--- src/rtl/text_overlay_renderer.sv ---
// Text overlay renderer for the HUD/score path.
// Holds a small character buffer written by game logic, maps VGA pixel
// coordinates onto 8x16 character cells, drives the character ROM address
// and serialises the returned glyph row into a per-pixel text_on flag.
// Sync and active flags are delayed so they line up with text_on
// (2 cycles of latency from pixel coordinates to text_on).
module text_overlay_renderer #(
    parameter int         COLS       = 32,
    parameter int         ROWS       = 2,
    parameter int         ADDR_W     = 6,
    parameter int         ORIGIN_X   = 16,
    parameter int         ORIGIN_Y   = 8,
    parameter logic [7:0] BLANK_CHAR = 8'h20
) (
    input  logic              clk,
    input  logic              rst_n,
    input  logic [9:0]        pixel_x,
    input  logic [9:0]        pixel_y,
    input  logic              video_active_in,
    input  logic              hsync_in,
    input  logic              vsync_in,
    input  logic              wr_en,
    input  logic [ADDR_W-1:0] wr_addr,
    input  logic [7:0]        wr_data,
    input  logic              clear,
    output logic              busy,
    output logic [7:0]        char_code,
    output logic [3:0]        char_row,
    input  logic [7:0]        row_data,
    output logic              text_on,
    output logic              video_active_out,
    output logic              hsync_out,
    output logic              vsync_out
);

    localparam int                DEPTH     = COLS * ROWS;
    localparam int                IDX_W     = (DEPTH > 1) ? $clog2(DEPTH) : 1;
    localparam logic [ADDR_W:0]   DEPTH_A   = (ADDR_W + 1)'(DEPTH);
    localparam logic [ADDR_W-1:0] LAST_ADDR = ADDR_W'(DEPTH - 1);
    localparam logic [9:0]        ORG_X     = 10'(ORIGIN_X);
    localparam logic [9:0]        ORG_Y     = 10'(ORIGIN_Y);
    localparam logic [10:0]       WIN_W     = 11'(8 * COLS);
    localparam logic [10:0]       WIN_H     = 11'(16 * ROWS);

    typedef enum logic {
        ST_IDLE,
        ST_CLEAR
    } state_t;

    state_t            state_q;
    state_t            state_d;
    logic [ADDR_W-1:0] clr_cnt_q;

    // Character buffer. Contents are set to BLANK_CHAR at configuration only.
    logic [7:0]        mem [DEPTH] = '{default: BLANK_CHAR};
    logic              mem_we;
    logic [IDX_W-1:0]  mem_widx;
    logic [7:0]        mem_wdata;

    // C0: window test and cell addressing
    logic [9:0]        rel_x;
    logic [9:0]        rel_y;
    logic              in_win_c0;
    logic [15:0]       cell_idx;
    logic [IDX_W-1:0]  rd_idx;

    // C1 registers
    logic [7:0]        rd_data_q;
    logic [3:0]        glyph_row_q;
    logic [2:0]        x_bit_c1;
    logic              in_win_c1;
    logic              active_c1;
    logic              hsync_c1;
    logic              vsync_c1;

    // C2 registers
    logic [7:0]        row_data_q;
    logic [2:0]        x_bit_c2;
    logic              in_win_c2;
    logic              active_c2;
    logic              hsync_c2;
    logic              vsync_c2;

    // The origin is compared first so a pixel left of / above the window
    // cannot wrap into it through the subtraction.
    assign rel_x     = pixel_x - ORG_X;
    assign rel_y     = pixel_y - ORG_Y;
    assign in_win_c0 = (pixel_x >= ORG_X) && (pixel_y >= ORG_Y) &&
                       ({1'b0, rel_x} < WIN_W) && ({1'b0, rel_y} < WIN_H);
    assign cell_idx  = 16'(rel_y[9:4]) * 16'(COLS) + 16'(rel_x[9:3]);
    assign rd_idx    = in_win_c0 ? cell_idx[IDX_W-1:0] : '0;

    // Clear FSM state register
    always_ff @(posedge clk or negedge rst_n) begin
        if (!rst_n) begin
            state_q <= ST_IDLE;
        end else begin
            state_q <= state_d;
        end
    end

    // Clear FSM next state and busy flag
    always_comb begin
        // NOTE: every output of a combinational block gets a default first,
        // otherwise an unassigned path infers a latch.
        state_d = state_q;
        busy    = 1'b0;
        case (state_q)
            ST_IDLE: begin
                if (clear) begin
                    state_d = ST_CLEAR;
                end
            end
            ST_CLEAR: begin
                busy = 1'b1;
                if (clr_cnt_q == LAST_ADDR) begin
                    state_d = ST_IDLE;
                end
            end
            default: state_d = ST_IDLE;
        endcase
    end

    // Clear address counter: parked at 0 in IDLE, walks the buffer in CLEAR
    always_ff @(posedge clk or negedge rst_n) begin
        if (!rst_n) begin
            clr_cnt_q <= '0;
        end else if (state_q == ST_IDLE) begin
            clr_cnt_q <= '0;
        end else begin
            clr_cnt_q <= clr_cnt_q + ADDR_W'(1);
        end
    end

    // Write port arbitration: the clear sweep owns the port while busy,
    // otherwise in-range external writes go through.
    always_comb begin
        mem_we    = 1'b0;
        mem_widx  = '0;
        mem_wdata = BLANK_CHAR;
        if (state_q == ST_CLEAR) begin
            mem_we   = 1'b1;
            mem_widx = clr_cnt_q[IDX_W-1:0];
        end else if (wr_en && ({1'b0, wr_addr} < DEPTH_A)) begin
            mem_we    = 1'b1;
            mem_widx  = wr_addr[IDX_W-1:0];
            mem_wdata = wr_data;
        end
    end

    // Buffer write port
    always_ff @(posedge clk) begin
        // NOTE: the RAM array is deliberately not reset; an async reset on a
        // memory prevents RAM inference and the contents must survive reset.
        if (mem_we) begin
            mem[mem_widx] <= mem_wdata;
        end
    end

    // C1 stage: registered buffer read plus the side information for the cell
    always_ff @(posedge clk or negedge rst_n) begin
        if (!rst_n) begin
            rd_data_q   <= '0;
            glyph_row_q <= '0;
            x_bit_c1    <= '0;
            in_win_c1   <= 1'b0;
            active_c1   <= 1'b0;
            hsync_c1    <= 1'b0;
            vsync_c1    <= 1'b0;
        end else begin
            // NOTE: non-blocking assignment makes a same-cycle write to this
            // address land after the read, giving read-before-write.
            rd_data_q   <= mem[rd_idx];
            glyph_row_q <= rel_y[3:0];
            x_bit_c1    <= rel_x[2:0];
            in_win_c1   <= in_win_c0;
            active_c1   <= video_active_in;
            hsync_c1    <= hsync_in;
            vsync_c1    <= vsync_in;
        end
    end

    // ROM address: blank glyph and row 0 outside the window
    assign char_code = in_win_c1 ? rd_data_q : BLANK_CHAR;
    assign char_row  = in_win_c1 ? glyph_row_q : 4'h0;

    // C2 stage: capture the ROM row alongside the delayed pixel attributes
    always_ff @(posedge clk or negedge rst_n) begin
        if (!rst_n) begin
            row_data_q <= '0;
            x_bit_c2   <= '0;
            in_win_c2  <= 1'b0;
            active_c2  <= 1'b0;
            hsync_c2   <= 1'b0;
            vsync_c2   <= 1'b0;
        end else begin
            row_data_q <= row_data;
            x_bit_c2   <= x_bit_c1;
            in_win_c2  <= in_win_c1;
            active_c2  <= active_c1;
            hsync_c2   <= hsync_c1;
            vsync_c2   <= vsync_c1;
        end
    end

    // Bit 7 of the glyph row is the leftmost pixel of the cell
    assign text_on          = row_data_q[3'd7 - x_bit_c2] & in_win_c2 & active_c2;
    assign video_active_out = active_c2;
    assign hsync_out        = hsync_c2;
    assign vsync_out        = vsync_c2;

endmodule

--- config.mk ---
export PLATFORM = sky130hd
export DESIGN_NAME = text_overlay_renderer
export DESIGN_NICKNAME = d
export VERILOG_FILES = /design/src/rtl/text_overlay_renderer.sv
export SDC_FILE = /design/constraint.sdc
export NUM_CORES = 1
export LEC_CHECK = 0
export CORE_UTILIZATION = 30
export DETAILED_ROUTE_END_ITERATION = 8
export GPL_TIMING_DRIVEN = 0
export PLACE_DENSITY = 0.41
export REMOVE_ABC_BUFFERS = 1
export SLEW_MARGIN = 15
export SYNTH_ARGS = -nofsm -noshare
export SYNTH_HDL_FRONTEND = slang
export SYNTH_SLANG_ARGS = --single-unit
--- constraint.sdc ---
create_clock -name clk -period 3.1 [get_ports clk]
set_input_delay 0.62 -clock clk [delete_from_list [all_inputs] [get_ports clk]]
set_output_delay 0.62 -clock clk [all_outputs]
set_load 0.02 [all_outputs]
==> metrics.md <==
| Metric | Value |
|---|---|
| Yosys warns | 0 |
| Worst-case reg-to-reg path depth | 4 |
| NumNets Final | 1756 |
| # IOs | 66 |
| Grt ovf | 0 |
| Post-DP HPWL | ~49 mm |
| Reg clk slew, reported paths | around 60 ps |
| Most frequent cells in the layout | 512 x edfxtp_1, 117 x nand2_1, 79 x buf_4 |
| WL final | 89.6 mm |
| Rows | 100 |
| Yosys reg bits | 553 |
| Crit Path Max Fanout | 8 |
| Hold Crit Class | input pin to flop |
| Residual DRC count | 0 |
| Final hold slack | 129 ps |
| Gr usage total | 23.3% |
| Core area | between 70000 and 80000 µm² |
| Final setup TNS | -253 ps |
| Final worst-path setup slack | -86.2 ps |
| Initial detailed-routing violation count | roughly 1600 |
| Largest cells by area after synthesis | edfxtp_1 68%, dfrtp_1 4.6%, mux2i_1 2.7% |
| Cell leakage power | 9.82 nW |
| Synthesized cell area | between 20000 and 25000 µm² |
| Crit path largest cell delay | 520 ps |
| Synth top area share | 68.4% |
| Drt pass-1 iters | 7 |
| Starting Density | 30.3% |
| Fmax | 0.314 GHz |
| Die Ht | between 200 and 300 µm |
| Peak supply drop | roughly 0.54 mV |
| R2r setup slk | ~90 ps |
| Vias | approximately 15000 |
| Final setup viols | 5 |
| DR WL/cell | roughly 33 µm |
| Pre-CTS setup slack | -3640 ps |
| Worst Skew | 21.4 ps |
| Leading area contributor after synthesis | edfxtp_1 |
| Design area | a little under 30000 µm² |
| Vias in the first global route | about 15000 |
| PwrDens | ~630 nW/µm² |
| Slew of the pin with the lowest slew margin | roughly 1100 ps |
| Clk sink count | between 500 and 600 |
| Max Slew Vio Count | 0 |
| Netlist cell types | 81 |
| Area Overhead vs Synth | 32.1% |
| Worst Hold Path Cells | 2 |
| Worst setup EP type | flop |
| Main synth FF type | edfxtp_1 |
| Worst-path cell chain | buf_8, inv_4, ha_4, xor2_2, or4_4, or3_4, buf_12, buf_6, buf_6, nor3_4, buf_8, buf_12, a211oi_2, a211o_1, o311a_1, a31o_1 |
| Slowest cell on the critical path | or4_4 |
| Sequential fraction of the synthesis area | between 70% and 80% |
| First-pass GRT wire length | 121 mm |
| MaxCap Viol Count | 0 |
| Worst Path Buf+Inv | 7 |
| Initial antenna violation count | 3 |
| Die area | ~76000 µm² |
| Num CTS Buffers | 60 |
| Maximum clock path buffer count | 3 |
| Worst Path Required | 3600 ps |
| Failing checks | negative setup slack |
| Tot Pwr | 18.8 mW |
| # diodes | 0 |
| Die Wd | 276 µm |
| Status | finished, violations left |
| FF-to-FF Start | state_q |
| Mapped Cells | roughly 1500 |
| Dpl cells | 2475 |
| CP startpoint kind | input pin |
| Placed Area | 24800 µm² |
| Finished Layout Cells | between 2000 and 3000 |
| Reg2reg end | mem[42][7] |
| Hold Vio Cnt, Final | 0 |
| Commonest non-fill, non-tap cell in the layout | edfxtp_1 |
| Min cycle time layout | about 3200 ps |
| CP delay by family, top | simple AND/OR/NAND/NOR gates |
| Worst hold start | pixel_y[3] |
| Number of synthesized flops with an enable pin | 512 |
| Layout cell share with drive strength beyond 1 | 29.4% |
| Worst Path Arrival | about 3700 ps |
| Setup CP Type | input pin to flop |
| I/O Buffers | 65 |
| RSZ-0062 raised after global routing | true |
| Hold worst-path end | glyph_row_q[3] |
| Slew HR | 28.5% |
| Drt via density | 5.61 |
| CTS tree | done |
| Largest net degree at the start of global routing | 65 |
| Mean Syn Cell Area | 15.0 µm² |
| Asr flop ratio synth | 7.41% |
| Final Core Density | 40.0% |
| GP Congestion | between 0.8 and 0.9 |
| CTS root buf | clkbuf_16 |
| Final Cycle Share | 103% |
| H-Tree Depth | 2 |
| ANT nets after route | 0 |
| Worst-skew pair later-pin latency | 650 ps |
## registers in the layout, indices dropped and copies added (netlist names)
name / count
in_win_c2: 1
glyph_row_q: 4
x_bit_c1: 3
hsync_out: 1
in_win_c1: 1
x_bit_c2: 3
row_data_q: 8
clr_cnt_q: 6
vsync_c1: 1
video_active_out: 1
active_c1: 1
vsync_out: 1
state_q: 1
hsync_c1: 1
rd_data_q: 8
mem: 512
## cells by family after synthesis
logic type | after synthesis | share of synthesized area [%]
AO/OA/AOI/OAI | 351 | 10.9
XOR/XNOR | 11 | 0.428
buffers and inverters | 107 | 2.00
AND/OR/NAND/NOR | 374 | 7.97
multiplexers | 104 | 5.52
adder cells (fa/ha/maj) | 4 | 0.223
flip-flops | 553 | 72.9
## worst max-delay path by stage
| stage | from | endpoint | slack, ps | depth (start not counted) |
|---|---|---|---|---|
| after floorplan | pixel_x[4] | rd_data_q[7] | -1770 | 10 |
| after global placement | pixel_x[3] | rd_data_q[4] | -14810 | 9 |
| after detailed placement | pixel_x[4] | rd_data_q[2] | -3640 | 12 |
| after CTS | state_q | mem[37][4] | -150 | 4 |
| after global routing | wr_en | mem[42][7] | -120 | 5 |
| final | pixel_y[3] | rd_data_q[7] | -90 | 16 |
## worst reg2reg max path, cell delays in order, from the launching register on
cell and delay [ps]:
dfrtp_2 570, nor2b_4 410, a22o_1 280, nand2_1 650
nor2_2 720
## cell usage after synthesis, types with 10 or more instances
master and number:
mux4_2 13, o211ai_1 18, o22ai_1 15, buf_2 27
dfrtp_1 41, nor3_1 18, nand3_1 34, a21o_1 10
a311oi_1 11, o221ai_1 13, mux2i_1 61, nor2_1 99
edfxtp_1 512, nor4_1 11, and2_1 25, clkbuf_1 54
a31oi_1 17, nand2_1 128, o21ai_0 63, a21oi_1 54
inv_1 13, mux2_2 30, a221oi_1 22, a211oi_1 20
or3_1 11
## metal layers
| metal | up-vias | global-route usage [%] | share of wire, % |
|---|---|---|---|
| met2 | 661 | 35.2 | 45 |
| met1 | 8069 | 34.1 | 45 |
| met3 | 133 | 3.19 | 6.9 |
| met4 | 0 | 8.27 | 3.0 |
| li1 | 6378 | - | - |
| met5 | - | 0 | 0 |
## repair_timing
action | CTS | global route
setup endpoints to repair | 521 | 512
hold buffers | 1 | 0
setup buffers | 110 | 6
cloned | 16 | 3
resized for setup | 252 | 60
endpoints found under the hold margin | 12 | 0
pin swaps | 61 | 22
## cell type report
class | count | area, µm²
Clock buffer | 85 | 1710
Inverter | 14 | 86.3
Timing Repair Buffer | 224 | 3000
Fill cell | 6857 | 44600
Sequential cell | 553 | 16400
Clock inverter | 24 | 290
Tap cell | 969 | 1210
Timing Repair inverter | 1 | 8.76
Multi-Input combinational cell | 849 | 6990
## where the power goes
group,internal [mW],switching [mW]
Sequential,8.68,0.174
Combinational,0.716,1.85
Clock,4.37,3.04
Total,13.8,5.07
No activity file was read; power rests on OpenSTA's default activity.
